===== config.mk =====
export PLATFORM = sky130hd
export DESIGN_NAME = fetch_unit_flat
export DESIGN_NICKNAME = d
export VERILOG_FILES = /design/src/rtl/fetch_if.sv /design/src/rtl/fetch_unit.sv /design/src/flat_wrapper.sv
export SDC_FILE = /design/constraint.sdc
export NUM_CORES = 1
export LEC_CHECK = 0
export ABC_AREA = 0
export BUFFER_PORTS_ARGS = -buffer_cell sky130_fd_sc_hd__buf_2
export CAP_MARGIN = 20
export CORE_MARGIN = 5
export CORE_UTILIZATION = 55
export DETAILED_ROUTE_END_ITERATION = 8
export HOLD_SLACK_MARGIN = 0.15
export PLACE_DENSITY = 0.86
export SYNTH_ARGS = -nofsm -noshare
export SYNTH_HDL_FRONTEND = slang
export SYNTH_SLANG_ARGS = --single-unit

===== constraint.sdc =====
create_clock -name clock -period 4.1 [get_ports clock]
set_input_delay 0.615 -clock clock [delete_from_list [all_inputs] [get_ports clock]]
set_output_delay 0.615 -clock clock [all_outputs]
set_load 0.01 [all_outputs]

===== src/rtl/fetch_if.sv =====
// Fetch-stage bus: hazard/redirect controls and instruction-memory data in,
// program counter and IF/ID pipeline register out.
// master: the side that drives controls and memory data (pipeline/testbench).
// slave:  the fetch unit itself.
interface fetch_if;
  logic        stall;
  logic        flush;
  logic        branchTaken;
  logic [31:0] branchTarget;
  logic [31:0] instruction;
  logic [31:0] readAddress;
  logic [31:0] ifidInstruction;
  logic [31:0] ifidPC;
  logic        ifidValid;
  logic        halted;
  logic [31:0] fetchCount;
  logic        fetchFault;

  modport master (
    output stall, flush, branchTaken, branchTarget, instruction,
    input  readAddress, ifidInstruction, ifidPC, ifidValid,
           halted, fetchCount, fetchFault
  );

  modport slave (
    input  stall, flush, branchTaken, branchTarget, instruction,
    output readAddress, ifidInstruction, ifidPC, ifidValid,
           halted, fetchCount, fetchFault
  );
endinterface


===== src/rtl/fetch_unit.sv =====
// Instruction-fetch stage: owns the PC, captures memory data into IF/ID,
// handles stall/flush/redirect and halts on a fetched all-zero word.
//
// Optional feature macro: FETCH_FAULT_EN
//   defined   : misaligned redirect targets halt the unit and set a sticky
//               fetchFault; the fault blocks any later redirect out of HALT.
//   undefined : redirect target bits [1:0] are forced to zero, fetchFault = 0.
//
// state | meaning
// ------+-------------------------------------------------------------
// BOOT  | one settle cycle so memory evaluates RESET_PC; no capture
// RUN   | normal fetch (redirect > flush > stall > zero word > capture)
// HALT  | fetch stopped; only a (legal) redirect resumes
module fetch_unit #(
  parameter logic [31:0] RESET_PC = 32'h0000_0000,
  parameter logic [31:0] PC_STEP  = 32'd4,
  parameter logic [31:0] NOP_WORD = 32'h0000_0013
) (
  input  logic   clock,
  input  logic   resetN,
  fetch_if.slave bus
);

  typedef enum logic [1:0] {
    BOOT = 2'd0,
    RUN  = 2'd1,
    HALT = 2'd2
  } state_t;

  state_t      state_q, state_d;
  logic [31:0] pc_q, pc_d;
  logic [31:0] ifid_instr_q, ifid_instr_d;
  logic [31:0] ifid_pc_q, ifid_pc_d;
  logic        ifid_valid_q, ifid_valid_d;
  logic        halted_q, halted_d;
  logic [31:0] count_q, count_d;
  logic        fault_q, fault_d;

  logic        target_bad;
  logic [31:0] target_pc;

`ifdef FETCH_FAULT_EN
  assign target_bad = (bus.branchTarget[1:0] != 2'b00);
  assign target_pc  = bus.branchTarget;
`else
  // Low target bits are dropped, so the redirect is always legal.
  logic unused_target_lsb;
  assign unused_target_lsb = ^bus.branchTarget[1:0];
  assign target_bad = 1'b0;
  assign target_pc  = {bus.branchTarget[31:2], 2'b00};
`endif

  // Next-state and next-register computation; every register holds by default.
  always_comb begin
    state_d      = state_q;
    pc_d         = pc_q;
    ifid_instr_d = ifid_instr_q;
    ifid_pc_d    = ifid_pc_q;
    ifid_valid_d = ifid_valid_q;
    count_d      = count_q;
    fault_d      = fault_q;

    unique case (state_q)
      BOOT: begin
        state_d = RUN;
      end

      RUN: begin
        if (bus.branchTaken) begin
          // A redirect squashes the word fetched from the old path.
          ifid_instr_d = NOP_WORD;
          ifid_pc_d    = pc_q;
          ifid_valid_d = 1'b0;
          if (target_bad) begin
            state_d = HALT;
            fault_d = 1'b1;
          end else begin
            pc_d = target_pc;
          end
        end else if (bus.flush) begin
          ifid_instr_d = NOP_WORD;
          ifid_pc_d    = pc_q;
          ifid_valid_d = 1'b0;
        end else if (bus.stall) begin
          // hold everything
        end else if (bus.instruction == 32'h0) begin
          // Memory reads zero past the end of the program.
          state_d      = HALT;
          ifid_instr_d = NOP_WORD;
          ifid_pc_d    = pc_q;
          ifid_valid_d = 1'b0;
        end else begin
          ifid_instr_d = bus.instruction;
          ifid_pc_d    = pc_q;
          ifid_valid_d = 1'b1;
          pc_d         = pc_q + PC_STEP;
          count_d      = count_q + 32'd1;
        end
      end

      HALT: begin
        // Zeros may have been fetched speculatively past a branch, so a
        // redirect restarts fetch unless a fault has been latched.
        if (bus.branchTaken && !fault_q) begin
          if (target_bad) begin
            fault_d = 1'b1;
          end else begin
            pc_d    = target_pc;
            state_d = RUN;
          end
        end
      end

      default: begin
        state_d = BOOT;
      end
    endcase

    halted_d = (state_d == HALT);
  end

  // State and pipeline registers with synchronous active-low reset.
  always_ff @(posedge clock) begin
    if (!resetN) begin
      state_q      <= BOOT;
      pc_q         <= RESET_PC;
      ifid_instr_q <= NOP_WORD;
      ifid_pc_q    <= 32'h0;
      ifid_valid_q <= 1'b0;
      halted_q     <= 1'b0;
      count_q      <= 32'h0;
      fault_q      <= 1'b0;
    end else begin
      state_q      <= state_d;
      pc_q         <= pc_d;
      ifid_instr_q <= ifid_instr_d;
      ifid_pc_q    <= ifid_pc_d;
      ifid_valid_q <= ifid_valid_d;
      halted_q     <= halted_d;
      count_q      <= count_d;
      fault_q      <= fault_d;
    end
  end

  assign bus.readAddress     = pc_q;
  assign bus.ifidInstruction = ifid_instr_q;
  assign bus.ifidPC          = ifid_pc_q;
  assign bus.ifidValid       = ifid_valid_q;
  assign bus.halted          = halted_q;
  assign bus.fetchCount      = count_q;
  assign bus.fetchFault      = fault_q;

endmodule


===== src/flat_wrapper.sv =====
// flat-port wrapper written by rule: the top's interface ports become plain ports
module fetch_unit_flat 
#(
  parameter logic [31:0] RESET_PC = 32'h0000_0000,
  parameter logic [31:0] PC_STEP  = 32'd4,
  parameter logic [31:0] NOP_WORD = 32'h0000_0013
)
  (clock, resetN, bus_stall, bus_flush, bus_branchTaken, bus_branchTarget, bus_instruction, bus_readAddress, bus_ifidInstruction, bus_ifidPC, bus_ifidValid, bus_halted, bus_fetchCount, bus_fetchFault);
  fetch_if bus_i ();
  input  logic clock;
  input  logic resetN;
  input wire logic [$bits(bus_i.stall)-1:0] bus_stall;
  input wire logic [$bits(bus_i.flush)-1:0] bus_flush;
  input wire logic [$bits(bus_i.branchTaken)-1:0] bus_branchTaken;
  input wire logic [$bits(bus_i.branchTarget)-1:0] bus_branchTarget;
  input wire logic [$bits(bus_i.instruction)-1:0] bus_instruction;
  output wire logic [$bits(bus_i.readAddress)-1:0] bus_readAddress;
  output wire logic [$bits(bus_i.ifidInstruction)-1:0] bus_ifidInstruction;
  output wire logic [$bits(bus_i.ifidPC)-1:0] bus_ifidPC;
  output wire logic [$bits(bus_i.ifidValid)-1:0] bus_ifidValid;
  output wire logic [$bits(bus_i.halted)-1:0] bus_halted;
  output wire logic [$bits(bus_i.fetchCount)-1:0] bus_fetchCount;
  output wire logic [$bits(bus_i.fetchFault)-1:0] bus_fetchFault;
  assign bus_i.stall = bus_stall;
  assign bus_i.flush = bus_flush;
  assign bus_i.branchTaken = bus_branchTaken;
  assign bus_i.branchTarget = bus_branchTarget;
  assign bus_i.instruction = bus_instruction;
  assign bus_readAddress = bus_i.readAddress;
  assign bus_ifidInstruction = bus_i.ifidInstruction;
  assign bus_ifidPC = bus_i.ifidPC;
  assign bus_ifidValid = bus_i.ifidValid;
  assign bus_halted = bus_i.halted;
  assign bus_fetchCount = bus_i.fetchCount;
  assign bus_fetchFault = bus_i.fetchFault;
  fetch_unit #(.RESET_PC(RESET_PC), .PC_STEP(PC_STEP), .NOP_WORD(NOP_WORD)) u_core (.clock(clock), .resetN(resetN), .bus(bus_i));
endmodule

# Word level (Yosys, flattened, before mapping)
# Index checks and enable logic that the tools add are counted.
# classes
n_addsub	2
eq_ne	8
n_mux	23
bitwise	4
n_reduce_logical	6
# ops
op	count
2-to-1 mux 32 bit	12
case mux 32 bit (2 select lines)	1
adder 32 x 1 -> 32 bit, second input constant	1
adder 32 x 3 -> 32 bit, second input constant	1
logical NOT 32 bit	1
2-to-1 mux 2 bit	5
AND reduction 5 bit	2
!= test 3 bit, second input constant	3
case mux 2 bit (3 select lines)	1
equality test 2 bit, second input constant	2
2-to-1 mux 1 bit	4
NOT 1 bit	4
!= test 3 x 1 -> 1 bit, second input constant	1
equality test 2 x 1 -> 1 bit, second input constant	1
logical NOT 2 bit	1
!= test 2 x 1 -> 1 bit, second input constant	1
AND reduction 2 bit	1
nonzero test 2 bit	1
# totals
register_bits	132
output_inout_bits	131

# Longest topological paths before layout
# Gate-level depths: netlist of run 1.
# logic_depth
depth_word	7
depth_mapped	9

# Worst setup path after synthesis of run 1
# OpenSTA, ideal clock, no wires.
# synth_path
path_kind	register to register
start	register u_core.pc_q[2], in the netlist u_core.bus.readAddress[2]
end	register u_core.pc_q[26], in the netlist u_core.bus.readAddress[26]
t_arrival_ns	2.132
required_time_ns	3.981
slack_ns	1.849
stages_incl_launch_ff	8
n_path_buf	1
period_less_slack_ns	2.251
path_cell_list	dfxtp_1 -> ha_1 -> nand4_2 -> or4_1 -> buf_2 -> nor4_4 -> a31oi_1 -> o221a_2
# synth_via
elab_chain_len	6
# synth_lines
element	line	rtl
start: declaration	fetch_unit.sv:31	logic [31:0] pc_q, pc_d;
start signal: assignment	fetch_unit.sv:135	pc_q <= pc_d;
adder 32 x 3 -> 32 bit	fetch_unit.sv:96	pc_d = pc_q + PC_STEP;
2-to-1 mux 32 bit	fetch_unit.sv:86	end else if (bus.instruction == 32'h0) begin
2-to-1 mux 32 bit	fetch_unit.sv:84	end else if (bus.stall) begin
2-to-1 mux 32 bit	fetch_unit.sv:80	end else if (bus.flush) begin
2-to-1 mux 32 bit	fetch_unit.sv:69	if (bus.branchTaken) begin
case mux 32 bit (2 select lines)	fetch_unit.sv:63	unique case (state_q)
# No other way between the ends. The select of a mux whose other input is x is not followed.
# A chain may end at the register's enable or synchronous reset.

# Worst setup path after layout of run 1
# layout_path
start	register u_core.pc_q[2], in the netlist u_core.bus.readAddress[2]
end	register u_core.pc_q[24], in the netlist u_core.bus.readAddress[24]
# Same word-level chain as after synthesis.

==> impl_metrics.json, run 1 <==
{
  "relSlewSlack_pct": 26.4,
  "die_y_um": 115,
  "hold_buffers": 0,
  "report.final.slew_viol_count": 0,
  "cts_sinks": 128,
  "clock_latency_ns": 0.53,
  "drv_cap": 0,
  "synthMuxAreaShare_pct": 0,
  "synthCells": 747,
  "synth_edf_count": 0,
  "rrSetupSlack_ns": 1.49,
  "cts_tree": "built",
  "finalHoldViolCount": 0,
  "antennaDiodeCount": 0,
  "dpl-instance-area_um2": 7050,
  "tightest_slew_ns": 1.09,
  "critPathLaunchType": "flop",
  "die_area_um2": 13200,
  "final_cell_area_um2": 7710,
  "place.gp.congestion": 0.864,
  "grt_start_max_net_pins": 61,
  "fp.dieW_um": 115,
  "layoutNonFillerInstCount": 1068,
  "synth_adder_area_share_pct": 1.24,
  "setup_viol_count_final": 0,
  "yosys_warnings": 0,
  "reg2reg_depth": 6,
  "path_class": "flop to flop",
  "grt_pass1_wl_mm": 28.5,
  "nets": 990,
  "synth_compound_area_share_pct": 25.3,
  "crit_path_end_kind": "flop",
  "timing.final.ws_setup_ns": 1.49,
  "cts_resized": 0,
  "ys_top_cells_by_count": "dfxtp_1, nand2_1, a21oi_1",
  "synthSimpleGateAreaFrac_pct": 24.9,
  "ant_nets": 0,
  "ys_ff_latch": 128,
  "placedCellCount": 1034,
  "layout_min_cycle_time_ns": 2.61,
  "fin_skew_ns": 0.0102,
  "syn-mean-instance-area_um2": 8.11,
  "grt_usage_pct": 26.2,
  "max_freq_mhz": 384,
  "hpwl_mm": 12.0,
  "grt.overflow.total": 0,
  "netlist_area_um2": 6050,
  "synth_xor_area_share_pct": 0.723,
  "tns_ns": 0,
  "synthArstFlopShare_pct": 0,
  "grt_pass1_vias": 5888,
  "cpPeakStageDelay_ns": 0.98,
  "first_pass_iters": 6,
  "crit_fanout": 7,
  "antenna_found_initial": 0,
  "cts_max_level": 4,
  "p_leak_nw": 3.15,
  "whs_path_depth": 3,
  "status": "finished, final reports clean",
  "rsz0062_at_grt": "no",
  "synth_top_family_by_area": "compound AO/OA/AOI/OAI gates",
  "slowest_stage": "nor4_1",
  "synthTopCellsByArea": "dfxtp_1, a21oi_1, nand2_1",
  "clk_pin_slew_ns": 0.06,
  "detailedRoute.firstIterationViolations": 715,
  "num_rows": 38,
  "io_pins": 200,
  "totalWireLength_mm": 17.8,
  "clock_path_buffers": 2,
  "fin_util_pct": 71.5,
  "post-synth-top-count-cell": "dfxtp_1",
  "crit_chain": "ha_1, nand4_2, nor4_1, nand4_1, nor3b_1, o31ai_1",
  "via_count": 6424,
  "coreArea_um2": 10800,
  "min_path_type": "input pin to flop",
  "post-place-ws_ns": 1.20,
  "syn_to_final_growth_pct": 27.4,
  "drc": 0,
  "layout-drive-gt1-share_pct": 28.6,
  "timing.final.crit_share_pct": 63.6,
  "cts_setup_buffers": 0,
  "drt-vias-per-instance": 6.01,
  "initial_core_util_pct": 56.1,
  "yosys.area.top_type": "dfxtp_1",
  "power.density_nw_per_um2": 415,
  "worstPathArrival_ns": 3.04,
  "cts_root_buf": "clkbuf_8",
  "synthDistinctLibCells": 56,
  "post_drt_wl_per_cell_um": 16.6,
  "ys_seq_area_share_pct": 42.3,
  "ys.flop_type": "dfxtp_1",
  "crit_required_ns": 4.53,
  "synth_top_cell_area_share_pct": 42.3,
  "cts_buffers": 17,
  "port_buffers": 192,
  "ir_drop_mv": 0.329
}
==> state kept, by name, indices dropped and copies added (netlist names) <==
register	flops
u_core.bus.halted	1
u_core.bus.readAddress	30
u_core.bus.ifidInstruction	32
u_core.state_q	2
u_core.bus.ifidPC	30
u_core.bus.ifidValid	1
u_core.bus.fetchCount	32
==> final cells by class <==
class	instances	area (um2)
tap	140	175
clock buffer	19	442
sequential	128	2560
inverter	16	60.1
multi-input combinational	545	3190
timing repair buffer	207	1100
clock inverter	13	185
fill	845	3080
==> worst max-delay path, delay by kind of cell (launching register included) <==
kind                       cells  cell delay [ns]
AOI/OAI and AO/OA              1             0.27
adders and majority gates      1             0.27
and+or+nand+nor                4             1.52
DFF                            1             0.47
==> per-stage QoR <==
step                hold slack, ns  total power, W
floorplan                    0.481         0.00152
global placement             0.440         0.00163
detailed placement           0.443         0.00164
CTS                          0.345         0.00320
global route                 0.355         0.00331
finish                       0.357         0.00320
==> report_power, final <==
group | switching (W) | internal [W]
clock network | 0.000564 | 0.00102
logic | 0.000179 | 0.000114
registers | 0.0000472 | 0.00128
==> worst paths after layout <==
| check | startpoint | to |
|---|---|---|
| worst max register to register | u_core.bus.readAddress[2] | u_core.bus.readAddress[24] |
| worst min register to register | u_core.bus.ifidPC[19] | u_core.bus.ifidPC[19] |
| worst max-delay path | u_core.bus.readAddress[2] | u_core.bus.readAddress[24] |
| worst min-delay path | bus_instruction[4] | u_core.bus.ifidInstruction[4] |
==> layer usage <==
layer  wire [um]  vias up  global-route usage [%]  share of wire [%]
met5           0        -                       0                  0
met4         308        0                    8.45                1.7
met3        1520       33                    5.58                8.6
met2        8620      284                    43.0                 49
met1        7320     3004                    34.6                 41
li1            -     3103                       -                  -
==> kinds of logic (layout without fill, tap and decap cells) <==
kind of cell	Yosys count	in the layout
other	1	5
buffers and inverters	78	255
flip-flops	128	128
AND/OR/NAND/NOR	298	298
XOR/XNOR	5	5
AO/OA/AOI/OAI	231	231
adder cells (fa/ha/maj)	6	6
==> placed cells by master (no fill, tap or decap), drive strengths merged, types with 4 or more instances in the layout <==
cell type	synthesis	final
buf	20	207
dfxtp	128	128
nand2	106	106
a21oi	80	80
nor2	62	62
a22oi	40	40
o21ai	27	27
nand4	23	23
nand3	19	19
clkbuf	42	19
o31ai	17	17
inv	16	17
nor4	17	17
nor3	16	16
or4	14	14
or3	14	14
o221a	11	11
a31oi	9	9
and3	9	9
o22ai	7	7
o21a	7	7
ha	6	6
clkinv	0	6
o32ai	5	5
nor3b	5	5
conb	1	5
o2111ai	5	5
o31a	4	4
o211ai	4	4
bufinv	0	4
(Power assumes the default switching activity.)
==> inputs of run 2 (changes only) <==
Settings changed: CORE_UTILIZATION 55 to 46, PLACE_DENSITY 0.86 to 0.77.
Clock period 4.1 ns to 2.2 ns, I/O delays scaled along.
==> run 2 against run 1 <==
Routed wire length grew 5.5%. Core utilization fell by 8.8 points. Power is 90% higher. Fmax increased by 26%. First-iteration DRC count down 23%. Clock power increased by 90%. Final cell count is 7.8% higher. Clock skew fell by 0.0042 ns. Worst hold slack got worse by 0.18 ns. Largest cell class unchanged.
==> impl_metrics.json, run 2 (synthesized netlist as in run 1, its figures left out) <==
{
  "timing.final.crit_share_pct": 94.4,
  "max_freq_mhz": 482,
  "reg2reg_depth": 6,
  "clock_path_buffers": 2,
  "drc": 0,
  "fin_util_pct": 62.7,
  "cts_tree": "built",
  "crit_chain": "ha_2, nand4_2, or4_4, nor4_4, a31oi_1, o221a_2",
  "fp.dieW_um": 125,
  "path_class": "flop to flop",
  "crit_fanout": 6,
  "io_pins": 200,
  "num_rows": 42,
  "clk_pin_slew_ns": 0.06,
  "power.density_nw_per_um2": 742,
  "fin_skew_ns": 0.00604,
  "post_drt_wl_per_cell_um": 16.3,
  "layout_min_cycle_time_ns": 2.08,
  "grt.overflow.total": 0,
  "crit_family": "simple AND/OR/NAND/NOR gates",
  "syn_to_final_growth_pct": 35.5,
  "nFillCells": 1146,
  "grt_usage_pct": 23.2,
  "crit_buf_inv": 0,
  "cts_max_level": 4,
  "critPathLaunchType": "flop",
  "ir_drop_mv": 0.419,
  "min_path_type": "input pin to flop",
  "nets": 1037,
  "grt_start_max_net_pins": 44,
  "path_depth": 6,
  "first_pass_iters": 6,
  "die_y_um": 125,
  "report.final.slew_viol_count": 0,
  "dpl-instance-area_um2": 7550,
  "final_cell_area_um2": 8210,
  "tns_ns": 0,
  "most-common-layout-cells": "buf_2, dfxtp_1, nand2_1, a21oi_1, nor2_1",
  "rrSetupSlack_ns": 0.12,
  "setup_viol_count_final": 0,
  "layout-drive-gt1-share_pct": 32.4,
  "ant_nets": 0,
  "antennaDiodeCount": 0,
  "cts_buffers": 17,
  "grt_pass1_vias": 6078,
  "slowest_stage": "or4_4",
  "detailedRoute.firstIterationViolations": 547,
  "drv_cap": 0,
  "p_leak_nw": 3.41,
  "reg2reg_from": "u_core.bus.readAddress[2]",
  "cts_root_buf": "clkbuf_16",
  "holdWs_ns": 0.172,
  "crit_path_end_kind": "flop",
  "antenna_found_initial": 1,
  "place.gp.congestion": 0.855,
  "final_common_cell": "buf_2",
  "tightest_slew_ns": 0.538,
  "clock_latency_ns": 0.42,
  "crit_start": "u_core.bus.readAddress[2]",
  "drt-vias-per-instance": 5.76,
  "coreArea_um2": 13100,
  "hpwl_mm": 12.9,
  "die_area_um2": 15600,
  "totalWireLength_mm": 18.7,
  "layoutNonFillerInstCount": 1151,
  "relSlewSlack_pct": 64.0,
  "worstPathArrival_ns": 2.38,
  "r2r_end": "u_core.bus.readAddress[26]",
  "cts_sinks": 128,
  "initial_core_util_pct": 46.3,
  "rsz0062_at_grt": "no",
  "grt_pass1_wl_mm": 30.3,
  "status": "finished, final reports clean",
  "finalHoldViolCount": 0,
  "placedCellCount": 1118,
  "critPathCapture": "u_core.bus.readAddress[26]",
  "crit_required_ns": 2.51,
  "via_count": 6630,
  "port_buffers": 192,
  "cpPeakStageDelay_ns": 0.63
}
[run 2: cell type report]
cell class / instances / area, um2 / area share, %
clock inverters: 15 / 211 / 2.58
flip-flops and latches: 128 / 2560 / 31.3
inverters: 16 / 61.3 / 0.747
repair buffers: 254 / 1520 / 18.5
clock buffers: 17 / 425 / 5.18
multi-input cells: 545 / 3210 / 39.1
well taps: 176 / 220 / 2.68
[run 2: worst min path at each step]
stage,endpoint,depth (start not counted),from
floorplan,u_core.bus.ifidInstruction[0],2,bus_instruction[0]
global placement,u_core.bus.ifidPC[12],2,u_core.bus.ifidPC[12]
detailed placement,u_core.bus.ifidPC[30],2,u_core.bus.ifidPC[30]
CTS,u_core.bus.ifidInstruction[0],3,bus_instruction[0]
global route,u_core.bus.ifidInstruction[0],3,bus_instruction[0]
finish,u_core.bus.ifidInstruction[0],3,bus_instruction[0]
[run 2: repair_timing]
action / 4_1_cts / 5_1_grt
hold buffers: 1 / 0
setup endpoints to repair: 0 / 23
buffers inserted: 0 / 0
endpoints found under the hold margin: 1 / 0
gates resized for setup: 0 / 3
[run 2: report_power, final]
| part | switching [W] | leakage [nW] | internal, W | total (W) |
|---|---|---|---|---|
| clock | 0.00109 | 0.296 | 0.00191 | 0.00300 |
| combinational | 0.000384 | 2.08 | 0.000264 | 0.000648 |
| sequential | 0.0000546 | 1.04 | 0.00239 | 0.00244 |
| total | 0.00153 | 3.41 | 0.00456 | 0.00609 |
[run 2: metal layers]
metal	GRT usage [%]	routed length, um	up-vias
met5	0	15	-
met4	7.61	306	2
met3	6.39	1480	33
met2	36.3	8880	298
met1	30.9	8070	3094
li1	-	-	3203
[run 2: worst min-delay path, cell delays in order]
cell	delay [ns]
buf_2	0.09
o22ai_1	0.08
nand2_1	0.06
[run 2: stage by stage]
stage	total power [W]	setup slack, ns
6_report	0.00609	0.124
5_1_grt	0.00633	0.0372
4_1_cts	0.00613	0.0154
3_5_place_dp	0.00313	0.0141
3_3_place_gp	0.00312	0.00750
2_1_floorplan	0.00283	0.0445
